File: src/rtl/dmem_arbiter_pkg.sv
// Shared types and constants for the data-memory arbiter.
// Holds FSM state encodings, the latency counter width and the default data width.
package dmem_arbiter_pkg;

  localparam int CPU_WIDTH  = 32;
  localparam int DMEM_LAT_W = 3;

  typedef enum logic [1:0] {
    DMEM_ARB_IDLE  = 2'd0,
    DMEM_ARB_ISSUE = 2'd1,
    DMEM_ARB_WAIT  = 2'd2,
    DMEM_ARB_RESP  = 2'd3
  } dmem_arb_state_e;

  function automatic logic [1:0] id_onehot(input logic id);
    return id ? 2'b10 : 2'b01;
  endfunction

endpackage

File: src/rtl/dmem_arbiter_if.sv
// Requester-side request/response bundle for one data-memory client.
// Request uses valid/ready; the response is a single-cycle strobe with no back-pressure.
interface dmem_arbiter_if
  import dmem_arbiter_pkg::*;
#(
  parameter int AW = 32,
  parameter int DW = CPU_WIDTH
);
  logic            req_valid;
  logic            req_ready;
  logic            req_we;
  logic [AW-1:0]   req_addr;
  logic [DW-1:0]   req_wdata;
  logic [DW/8-1:0] req_wstrb;
  logic            rsp_valid;
  logic [DW-1:0]   rsp_rdata;
  logic            rsp_err;

  modport master (
    output req_valid, req_we, req_addr, req_wdata, req_wstrb,
    input  req_ready, rsp_valid, rsp_rdata, rsp_err
  );

  modport slave (
    input  req_valid, req_we, req_addr, req_wdata, req_wstrb,
    output req_ready, rsp_valid, rsp_rdata, rsp_err
  );
endinterface

File: src/rtl/dmem_rr_pick.sv
// Two-way round-robin picker: on a tie the requester that did not win last time is chosen.
// Purely combinational; gnt is one-hot or zero when nobody requests.
module dmem_rr_pick (
  input  logic [1:0] req,
  input  logic       last_grant,
  output logic [1:0] gnt,
  output logic       gnt_id
);

  always_comb begin
    gnt_id = 1'b0;
    if (req == 2'b11) begin
      gnt_id = ~last_grant;
    end else if (req == 2'b10) begin
      gnt_id = 1'b1;
    end
    gnt = (req == 2'b00) ? 2'b00 : (gnt_id ? 2'b10 : 2'b01);
  end

endmodule

File: src/rtl/dmem_arbiter.sv
// Round-robin arbiter for the single-port data memory, one access in flight at a time.
// Read rsp at accept+2+MEM_LAT, write at +2, range error at +1; requests wait (ready low) outside IDLE.
module dmem_arbiter
  import dmem_arbiter_pkg::*;
#(
  parameter int AW        = 32,
  parameter int DW        = CPU_WIDTH,
  parameter int MEM_DEPTH = 1024,
  parameter int MEM_LAT   = 1
) (
  input  logic            clk,
  input  logic            rst,
  dmem_arbiter_if.slave   m0,
  dmem_arbiter_if.slave   m1,
  output logic            mem_en,
  output logic            mem_we,
  output logic [DW/8-1:0] mem_wstrb,
  output logic [AW-3:0]   mem_addr,
  output logic [DW-1:0]   mem_wdata,
  input  logic [DW-1:0]   mem_rdata
);

  localparam logic [AW:0]           ADDR_LIMIT = (AW + 1)'(MEM_DEPTH) << 2;
  localparam logic [DMEM_LAT_W-1:0] LAT_LAST   = DMEM_LAT_W'(MEM_LAT);

  dmem_arb_state_e       state_q, state_d;
  logic                  last_grant_q, last_grant_d;
  logic                  gnt_id_q, gnt_id_d;
  logic [DMEM_LAT_W-1:0] cnt_q, cnt_d;
  logic                  mem_en_q, mem_en_d;
  logic                  mem_we_q, mem_we_d;
  logic [DW/8-1:0]       mem_wstrb_q, mem_wstrb_d;
  logic [AW-3:0]         mem_addr_q, mem_addr_d;
  logic [DW-1:0]         mem_wdata_q, mem_wdata_d;
  logic [1:0]            rsp_valid_q, rsp_valid_d;
  logic [DW-1:0]         rsp_rdata_q, rsp_rdata_d;
  logic                  rsp_err_q, rsp_err_d;

  logic [1:0]      pick_gnt;
  logic            pick_id;
  logic            in_idle;
  logic            accept;
  logic            sel_we;
  logic [AW-1:0]   sel_addr;
  logic [DW-1:0]   sel_wdata;
  logic [DW/8-1:0] sel_wstrb;
  logic            sel_legal;

  dmem_rr_pick u_pick (
    .req        ({m1.req_valid, m0.req_valid}),
    .last_grant (last_grant_q),
    .gnt        (pick_gnt),
    .gnt_id     (pick_id)
  );

  assign in_idle      = (state_q == DMEM_ARB_IDLE);
  assign accept       = in_idle && (pick_gnt != 2'b00);
  assign m0.req_ready = in_idle && pick_gnt[0];
  assign m1.req_ready = in_idle && pick_gnt[1];

  assign sel_we    = pick_id ? m1.req_we    : m0.req_we;
  assign sel_addr  = pick_id ? m1.req_addr  : m0.req_addr;
  assign sel_wdata = pick_id ? m1.req_wdata : m0.req_wdata;
  assign sel_wstrb = pick_id ? m1.req_wstrb : m0.req_wstrb;
  assign sel_legal = ({1'b0, sel_addr} < ADDR_LIMIT);

  // mem_wstrb/addr/wdata double as the latched request; only en/we drop back to 0.
  always_comb begin
    state_d      = state_q;
    last_grant_d = last_grant_q;
    gnt_id_d     = gnt_id_q;
    cnt_d        = cnt_q;
    mem_en_d     = 1'b0;
    mem_we_d     = 1'b0;
    mem_wstrb_d  = mem_wstrb_q;
    mem_addr_d   = mem_addr_q;
    mem_wdata_d  = mem_wdata_q;
    rsp_valid_d  = 2'b00;
    rsp_rdata_d  = '0;
    rsp_err_d    = 1'b0;

    case (state_q)
      DMEM_ARB_IDLE: begin
        if (accept) begin
          last_grant_d = pick_id;
          gnt_id_d     = pick_id;
          if (sel_legal) begin
            state_d     = DMEM_ARB_ISSUE;
            mem_en_d    = 1'b1;
            mem_we_d    = sel_we;
            mem_wstrb_d = sel_wstrb;
            mem_addr_d  = sel_addr[AW-1:2];
            mem_wdata_d = sel_wdata;
          end else begin
            state_d     = DMEM_ARB_RESP;
            rsp_valid_d = id_onehot(pick_id);
            rsp_err_d   = 1'b1;
          end
        end
      end
      DMEM_ARB_ISSUE: begin
        if (mem_we_q) begin
          state_d     = DMEM_ARB_RESP;
          rsp_valid_d = id_onehot(gnt_id_q);
        end else begin
          state_d = DMEM_ARB_WAIT;
          cnt_d   = DMEM_LAT_W'(1);
        end
      end
      DMEM_ARB_WAIT: begin
        if (cnt_q == LAT_LAST) begin
          state_d     = DMEM_ARB_RESP;
          cnt_d       = '0;
          rsp_valid_d = id_onehot(gnt_id_q);
          rsp_rdata_d = mem_rdata;
        end else begin
          cnt_d = cnt_q + 1'b1;
        end
      end
      DMEM_ARB_RESP: begin
        state_d = DMEM_ARB_IDLE;
      end
      default: begin
        state_d = DMEM_ARB_IDLE;
      end
    endcase
  end

  always_ff @(posedge clk or posedge rst) begin
    if (rst) begin
      state_q      <= DMEM_ARB_IDLE;
      last_grant_q <= 1'b1;
      gnt_id_q     <= 1'b0;
      cnt_q        <= '0;
      mem_en_q     <= 1'b0;
      mem_we_q     <= 1'b0;
      mem_wstrb_q  <= '0;
      mem_addr_q   <= '0;
      mem_wdata_q  <= '0;
      rsp_valid_q  <= 2'b00;
      rsp_rdata_q  <= '0;
      rsp_err_q    <= 1'b0;
    end else begin
      state_q      <= state_d;
      last_grant_q <= last_grant_d;
      gnt_id_q     <= gnt_id_d;
      cnt_q        <= cnt_d;
      mem_en_q     <= mem_en_d;
      mem_we_q     <= mem_we_d;
      mem_wstrb_q  <= mem_wstrb_d;
      mem_addr_q   <= mem_addr_d;
      mem_wdata_q  <= mem_wdata_d;
      rsp_valid_q  <= rsp_valid_d;
      rsp_rdata_q  <= rsp_rdata_d;
      rsp_err_q    <= rsp_err_d;
    end
  end

  assign mem_en    = mem_en_q;
  assign mem_we    = mem_we_q;
  assign mem_wstrb = mem_wstrb_q;
  assign mem_addr  = mem_addr_q;
  assign mem_wdata = mem_wdata_q;

  // Response payload is only presented to the requester that owns the strobe.
  assign m0.rsp_valid = rsp_valid_q[0];
  assign m0.rsp_rdata = rsp_valid_q[0] ? rsp_rdata_q : '0;
  assign m0.rsp_err   = rsp_valid_q[0] && rsp_err_q;
  assign m1.rsp_valid = rsp_valid_q[1];
  assign m1.rsp_rdata = rsp_valid_q[1] ? rsp_rdata_q : '0;
  assign m1.rsp_err   = rsp_valid_q[1] && rsp_err_q;

endmodule

File: src/flat_wrapper.sv
// flat-port wrapper written by rule: the top's interface ports become plain ports
module dmem_arbiter_flat import dmem_arbiter_pkg::*;
#(
  parameter int AW        = 32,
  parameter int DW        = CPU_WIDTH,
  parameter int MEM_DEPTH = 1024,
  parameter int MEM_LAT   = 1
)
  (clk, rst, mem_en, mem_we, mem_wstrb, mem_addr, mem_wdata, mem_rdata, m0_req_valid, m0_req_we, m0_req_addr, m0_req_wdata, m0_req_wstrb, m0_req_ready, m0_rsp_valid, m0_rsp_rdata, m0_rsp_err, m1_req_valid, m1_req_we, m1_req_addr, m1_req_wdata, m1_req_wstrb, m1_req_ready, m1_rsp_valid, m1_rsp_rdata, m1_rsp_err);
  dmem_arbiter_if #(.AW(AW), .DW(DW)) m0_i ();
  dmem_arbiter_if #(.AW(AW), .DW(DW)) m1_i ();
  input  logic clk;
  input  logic rst;
  output logic mem_en;
  output logic mem_we;
  output logic [DW/8-1:0] mem_wstrb;
  output logic [AW-3:0] mem_addr;
  output logic [DW-1:0] mem_wdata;
  input  logic [DW-1:0] mem_rdata;
  input wire logic [$bits(m0_i.req_valid)-1:0] m0_req_valid;
  input wire logic [$bits(m0_i.req_we)-1:0] m0_req_we;
  input wire logic [$bits(m0_i.req_addr)-1:0] m0_req_addr;
  input wire logic [$bits(m0_i.req_wdata)-1:0] m0_req_wdata;
  input wire logic [$bits(m0_i.req_wstrb)-1:0] m0_req_wstrb;
  output wire logic [$bits(m0_i.req_ready)-1:0] m0_req_ready;
  output wire logic [$bits(m0_i.rsp_valid)-1:0] m0_rsp_valid;
  output wire logic [$bits(m0_i.rsp_rdata)-1:0] m0_rsp_rdata;
  output wire logic [$bits(m0_i.rsp_err)-1:0] m0_rsp_err;
  input wire logic [$bits(m1_i.req_valid)-1:0] m1_req_valid;
  input wire logic [$bits(m1_i.req_we)-1:0] m1_req_we;
  input wire logic [$bits(m1_i.req_addr)-1:0] m1_req_addr;
  input wire logic [$bits(m1_i.req_wdata)-1:0] m1_req_wdata;
  input wire logic [$bits(m1_i.req_wstrb)-1:0] m1_req_wstrb;
  output wire logic [$bits(m1_i.req_ready)-1:0] m1_req_ready;
  output wire logic [$bits(m1_i.rsp_valid)-1:0] m1_rsp_valid;
  output wire logic [$bits(m1_i.rsp_rdata)-1:0] m1_rsp_rdata;
  output wire logic [$bits(m1_i.rsp_err)-1:0] m1_rsp_err;
  assign m0_i.req_valid = m0_req_valid;
  assign m0_i.req_we = m0_req_we;
  assign m0_i.req_addr = m0_req_addr;
  assign m0_i.req_wdata = m0_req_wdata;
  assign m0_i.req_wstrb = m0_req_wstrb;
  assign m0_req_ready = m0_i.req_ready;
  assign m0_rsp_valid = m0_i.rsp_valid;
  assign m0_rsp_rdata = m0_i.rsp_rdata;
  assign m0_rsp_err = m0_i.rsp_err;
  assign m1_i.req_valid = m1_req_valid;
  assign m1_i.req_we = m1_req_we;
  assign m1_i.req_addr = m1_req_addr;
  assign m1_i.req_wdata = m1_req_wdata;
  assign m1_i.req_wstrb = m1_req_wstrb;
  assign m1_req_ready = m1_i.req_ready;
  assign m1_rsp_valid = m1_i.rsp_valid;
  assign m1_rsp_rdata = m1_i.rsp_rdata;
  assign m1_rsp_err = m1_i.rsp_err;
  dmem_arbiter #(.AW(AW), .DW(DW), .MEM_DEPTH(MEM_DEPTH), .MEM_LAT(MEM_LAT)) u_core (.clk(clk), .rst(rst), .m0(m0_i), .m1(m1_i), .mem_en(mem_en), .mem_we(mem_we), .mem_wstrb(mem_wstrb), .mem_addr(mem_addr), .mem_wdata(mem_wdata), .mem_rdata(mem_rdata));
endmodule
File: config.mk
export PLATFORM = sky130hd
export DESIGN_NAME = dmem_arbiter_flat
export DESIGN_NICKNAME = d
export VERILOG_FILES = /design/src/rtl/dmem_arbiter_pkg.sv /design/src/rtl/dmem_arbiter_if.sv /design/src/rtl/dmem_rr_pick.sv /design/src/rtl/dmem_arbiter.sv /design/src/flat_wrapper.sv
export SDC_FILE = /design/constraint.sdc
export NUM_CORES = 1
export LEC_CHECK = 0
export BUFFER_PORTS_ARGS = -buffer_cell sky130_fd_sc_hd__buf_2
export CORE_AREA = 2 2 122 124
export DETAILED_ROUTE_END_ITERATION = 8
export DIE_AREA = 0 0 124 126
export PLACE_DENSITY = 0.77
export SETUP_SLACK_MARGIN = 0.05
export SLEW_MARGIN = 30
export SYNTH_ARGS = -nofsm -noshare
export SYNTH_HDL_FRONTEND = slang
export SYNTH_SLANG_ARGS = --single-unit
File: constraint.sdc
create_clock -name clk -period 3.4 [get_ports clk]
set_input_delay 0.51 -clock clk [delete_from_list [all_inputs] [get_ports clk]]
set_output_delay 0.51 -clock clk [all_outputs]
set_load 0.02 [all_outputs]
==> results of run 1 <==
-- power groups by stage --
stage                     logic [uW]  registers [uW]  clock network (uW)
after CTS                        744            1580                1060
after floorplan                  530            1530                   0
after global routing             830            1610                1120
after global placement           728            1600                   0
final                            736            1580                1020
after detailed placement         743            1610                   0
-- sequential cells by signal (all words and copies together), names as in the netlist --
signal               flops
u_core.mem_we            1
u_core.mem_wstrb         4
u_core.rsp_err_q         1
u_core.last_grant_q      1
u_core.cnt_q             3
u_core.mem_wdata        32
u_core.mem_addr         30
u_core.rsp_valid_q       2
u_core.mem_en            1
u_core.state_q           2
u_core.rsp_rdata_q      32
u_core.gnt_id_q          1
-- cell type report --
type                    count  area, um2  share of cell area (%)
repair buffers            312       1599                   23.11
clock buffers               9      225.2                   3.256
diodes                      2      5.005                 0.07235
inverters                   5      22.52                  0.3256
multi-input cells         319       2017                   29.16
flip-flops and latches    110       2754                   39.81
clock inverters             7      65.06                  0.9405
well taps                 184      230.2                   3.328
-- placed cells by master (no fill, tap or decap), types with 3 or more instances in the layout --
| master | netlist | routed |
|---|---|---|
| dfrtp_1 | 109 | 109 |
| inv_8 | 0 | 3 |
| nand2_1 | 13 | 13 |
| nor2_1 | 53 | 53 |
| ha_1 | 4 | 4 |
| buf_4 | 1 | 3 |
| and2_1 | 98 | 98 |
| clkbuf_16 | 0 | 9 |
| nor2b_1 | 22 | 22 |
| nor4_1 | 10 | 10 |
| a21oi_1 | 48 | 48 |
| inv_1 | 5 | 4 |
| buf_2 | 10 | 307 |
| o21ai_0 | 5 | 5 |
| mux2i_1 | 47 | 47 |
| clkinvlp_4 | 0 | 4 |
-- cell families after synthesis --
group           after synthesis  share of synthesized area (%)
compound gates               64                          7.260
buf+inv                      32                          3.093
mux                          47                          9.611
fa+ha+maj                     4                          1.023
flops                       110                          56.26
simple gates                204                          22.75
-- final timing paths --
check	from	endpoint	slack, ns
worst min-delay path	rst	u_core.mem_addr[27]	0.20
worst max-delay path	u_core.last_grant_q	m0_req_ready	0.92
max in group asynchronous	rst	u_core.last_grant_q	2.49
worst max register to register	u_core.last_grant_q	u_core.mem_wdata[12]	1.26
worst min register to register	u_core.last_grant_q	u_core.last_grant_q	0.49
min in group clk	mem_rdata[3]	u_core.rsp_rdata_q[3]	0.36
-- stage by stage --
| stage | area, um2 | utilization, % |
|---|---|---|
| floorplan | 4898 | - |
| global placement | 6623 | 46.27 |
| detailed placement | 6623 | 46.27 |
| CTS | 6913 | 48.30 |
| global route | 6915 | 48.31 |
| finish | 6918 | 48.33 |
-- layer usage --
| metal | track usage, % | part of all wire, % | vias up |
|---|---|---|---|
| met5 | 0 | 0 | - |
| met4 | 6.345 | 1.5 | 0 |
| met3 | 3.895 | 8.5 | 12 |
| met2 | 30.03 | 52 | 195 |
| met1 | 17.68 | 38 | 1962 |
| li1 | - | - | 2120 |
-- worst register-to-register path: cells and delay by family (launching register included) --
kind / cells / cell delay [ns]
AO/OA/AOI/OAI: 3 / 0.63
flip-flops: 1 / 0.56
AND/OR/NAND/NOR: 2 / 0.51
buffers and inverters: 1 / 0.35
==> metrics, run 1 <==
gp weighted congestion=0.7747; placed insts=930; Primary FF master, synth=dfrtp_1; row cnt=44; required time of the critical path=2.89 ns; Int Power=2283 uW; Root Buffer=clkbuf_16; H-Tree Depth=3; Remaining Overflow, GRT=0; GRT Total Usage=16.28%; Synthesized Nets=639; CP peak stage delay=0.64 ns; Slew Limit Fails=0; area leader, netlist=dfrtp_1; Startpoint Class=flip-flop; Post CTS Setup Buffer Count=0; asr flop ratio synth=100.0%; post-route ant nets=0; Final min period=2.477 ns; drt first pass iters=4; IO Pins=312; clock buffer depth=2; most numerous cell in the Yosys netlist=dfrtp_1; Critical Path Stages=4; Overall Power=3337 uW; Die Span X=124 um; Slew @ Worst Pin=0.8085 ns; number of CTS-inserted buffers=9; final setup violation count=0; die extent in y=126 um; crit end category=output pin; register area share after synthesis=56.26%; Gate power share=22.0%; CP max stage cell=buf_4; Synth top cells by count=109 x dfrtp_1, 98 x and2_1, 53 x nor2_1; EDFF count, synth=0; clock latency at the later pin of the worst-skew pair=0.35 ns; vias in the first global route=4060; CTS tree=done; status=finished, final reports clean; filler instances=1363; drt via density=4.524; Final #Nets=935; HP Class=input port to asynchronous set/reset pin; Layout Area Growth over Synthesis=41.33%; most area-consuming cells after synthesis=dfrtp_1 56%, and2_1 13%, mux2i_1 9.6%; PortBufs=307; Post-Route WL=12830 um; starting density of the core=34.20%; Worst VDD drop=0.2290 mV; Syn Area/Cell=10.62 um2; critical path's top delay family=buffers and inverters; # hold bufs at CTS=0; routed via count=4289; sequential power share=47.3%; Power Density=482.3 nW/um2; mapped cell area=4895 um2; Pleak=0.004057 uW; fin crit share=72.86%; die area=15620 um2; clock sink count=110; CTS resizes=0; largest net degree at the start of global routing=115; Slew HR=46.10%; Setup Slack @ Placement=0.8228 ns; Setup TNS=0 ns; CP Cell Sequence=a21boi_4 > buf_4 > nor2_1 > buf_2; max-cap violations=0; clock slew seen by the registers of the worst setup and hold paths=0.08 ns; Clock power frac=30.6%; drt first-iter violations=160; DP HPWL=9932 um; clk_skew=0.007513 ns; f_max=403.7 MHz; final std cells w/o fill=948; Avg WL per Cell=13.53 um; min setup slack post-route=0.9227 ns; crit path buf inv count=2; Mapped Cells=461; Distinct cells, synth=33; fraction of layout cells with a size suffix above 1=43.70%; Yosys reg bits=110; unrepaired setup endpoints after global routing=false; Worst EP arrival=1.97 ns; DR DRC count=0; first-pass GRT wire length=19520 um; Fin. Hold Viols=0; reg2reg path depth=6; Ys Warns=0; core area=14310 um2; initial antenna violation count=2; Crit Path Category=flip-flop to output pin; post-synth top area share=55.73%; Psw=1053 uW; CP Max Fanout=48; sw frac=31.56%; final hold slack=0.2033 ns
(Power assumes the default switching activity.)
==> run 2, diff against run 1 <==
==> constraint.sdc (replaced) <==
create_clock -name clk -period 2.05 [get_ports clk]
set_input_delay 0.3075 -clock clk [delete_from_list [all_inputs] [get_ports clk]]
set_output_delay 0.3075 -clock clk [all_outputs]
set_load 0.02 [all_outputs]
==> run 2 against run 1 <==
Via count increased by 1.8%. Combinational power is 96% higher. Hold slack got worse by 0.14 ns. Largest cell class unchanged. Final area grew 5.6%. Utilization grew 2.7 points. Routed wire length grew 8.3%. Critical endpoint is now u_core.mem_addr[0]. Clock-buffer cell count increased by 1. Final cell count rose by 2.2%. Sequential power is 59% higher. Critical path type is now flip-flop to flip-flop.
==> metrics, run 2 (synthesis gave the netlist of run 1 again) <==
Crit Path Category=flip-flop to flip-flop; starting density of the core=34.20%; clock buffer depth=2; status=finished, final reports clean; routed via count=4367; CP Cell Sequence=a21boi_4 > buf_4 > nand3b_1 > a221oi_4 > buf_6 > clkbuf_16 > buf_8 > nor2_4 > a21oi_2; Avg WL per Cell=14.33 um; Startpoint Class=flip-flop; Root Buffer=clkbuf_16; Layout Area Growth over Synthesis=49.28%; GRT Total Usage=17.11%; most common cell after layout, fill and taps aside=buf_2; IO Pins=312; die area=15620 um2; clock slew seen by the registers of the worst setup and hold paths=0.08 ns; DR DRC count=0; core area=14310 um2; post-route ant nets=0; Slew HR=58.20%; Remaining Overflow, GRT=0; H-Tree Depth=3; Final #Nets=958; PortBufs=307; placed insts=947; Power Density=810.1 nW/um2; number of CTS-inserted buffers=9; Die Span X=124 um; unrepaired setup endpoints after global routing=true; vias in the first global route=4297; row cnt=44; Slew @ Worst Pin=0.6270 ns; DP HPWL=10340 um; gp weighted congestion=0.7649; first-pass GRT wire length=20370 um; Worst VDD drop=0.4457 mV; drt first-iter violations=165; f_max=488.2 MHz; Fin. Hold Viols=0; drt first pass iters=6; fin crit share=99.91%; final std cells w/o fill=969; Slew Limit Fails=0; clk_skew=0.009865 ns; clock sink count=110; final core area utilization=51.05%; Post-Route WL=13890 um; # hold bufs at CTS=0; initial antenna violation count=1; die extent in y=126 um; Worst EP arrival=2.34 ns; Final min period=2.048 ns; Pleak=0.004246 uW; Overall Power=5919 uW; required time of the critical path=2.34 ns; CTS tree=done; drt via density=4.507; HP Class=input port to asynchronous set/reset pin; commonest non-fill, non-tap cells in the layout=306 x buf_2, 109 x dfrtp_1, 98 x and2_1; Diodes inserted=0; CP peak stage delay=0.57 ns; clock latency at the later pin of the worst-skew pair=0.35 ns; CP Max Fanout=8; largest net degree at the start of global routing=111; max-cap violations=0; fraction of layout cells with a size suffix above 1=47.01%; CP max stage cell=dfstp_2; crit end category=flip-flop; final setup violation count=0
-- run 2: path summary, 6_finish.rpt --
path | start | to | slack (ns) | depth (start not counted)
worst min register to register | u_core.last_grant_q | u_core.last_grant_q | 0.49 | 2
worst min-delay path | rst | u_core.mem_wdata[28] | 0.07 | 3
worst max-delay path | u_core.last_grant_q | u_core.mem_addr[0] | 0.002 | 9
min in group clk | mem_rdata[9] | u_core.rsp_rdata_q[9] | 0.15 | 2
max in group asynchronous | rst | u_core.mem_wdata[14] | 1.45 | 3
worst max register to register | u_core.last_grant_q | u_core.mem_addr[0] | 0.002 | 9
-- run 2: stage by stage --
| step | cell area (um2) | hold WS [ns] | TNS [ns] | setup slack (ns) |
|---|---|---|---|---|
| global route | 7307 | 0.1442 | -1.583 | -0.06250 |
| detailed placement | 6788 | 0.4770 | -3.042 | -0.1007 |
| global placement | 6788 | 0.4679 | -1.623 | -0.06774 |
| floorplan | 4898 | 0.4361 | 0 | 0.1718 |
| CTS | 7154 | 0.1411 | 0 | 0.02124 |
| finish | 7307 | 0.06507 | 0 | 0.001796 |
-- run 2: worst max-delay path: cells and delay by family (launching register included) --
kind | cells | cell delay (ns)
flops | 1 | 0.57
simple gates | 2 | 0.25
compound gates | 3 | 0.55
buf+inv | 4 | 0.60
-- run 2: final cells by class --
cell class / instances / area (um2)
inverters: 5 / 22.52
multi-input cells: 319 / 2083
well taps: 184 / 230.2
clock inverters: 6 / 100.1
repair buffers: 335 / 1878
flip-flops and latches: 110 / 2754
fillers: 1336 / 7007
clock buffers: 10 / 239.0
-- run 2: routing by layer --
| layer | vias up | routed length [um] | global-route usage [%] | share of wire (%) |
|---|---|---|---|---|
| met5 | - | 0 | 0 | 0 |
| met4 | 0 | 255 | 7.469 | 1.8 |
| met3 | 15 | 1040 | 3.487 | 7.5 |
| met2 | 195 | 7346 | 31.38 | 53 |
| met1 | 1988 | 5245 | 18.77 | 38 |
| li1 | 2169 | - | - | - |
-- run 2: what timing repair did --
action / CTS / global route
resized for setup: 2 / 28
endpoints found under the hold margin: 0 / 0
pin swaps: 0 / 2
setup buffers: 2 / 3
setup endpoints to repair: 31 / 52
cloned: 0 / 1
-- run 2: where the power goes --
part / total [uW] / internal (uW) / leakage (uW) / switching, uW
clock network: 1970 / 1130 / 0.000167 / 837
logic: 1440 / 626 / 0.00256 / 811
registers: 2520 / 2380 / 0.00151 / 132
total: 5920 / 4140 / 0.00425 / 1780
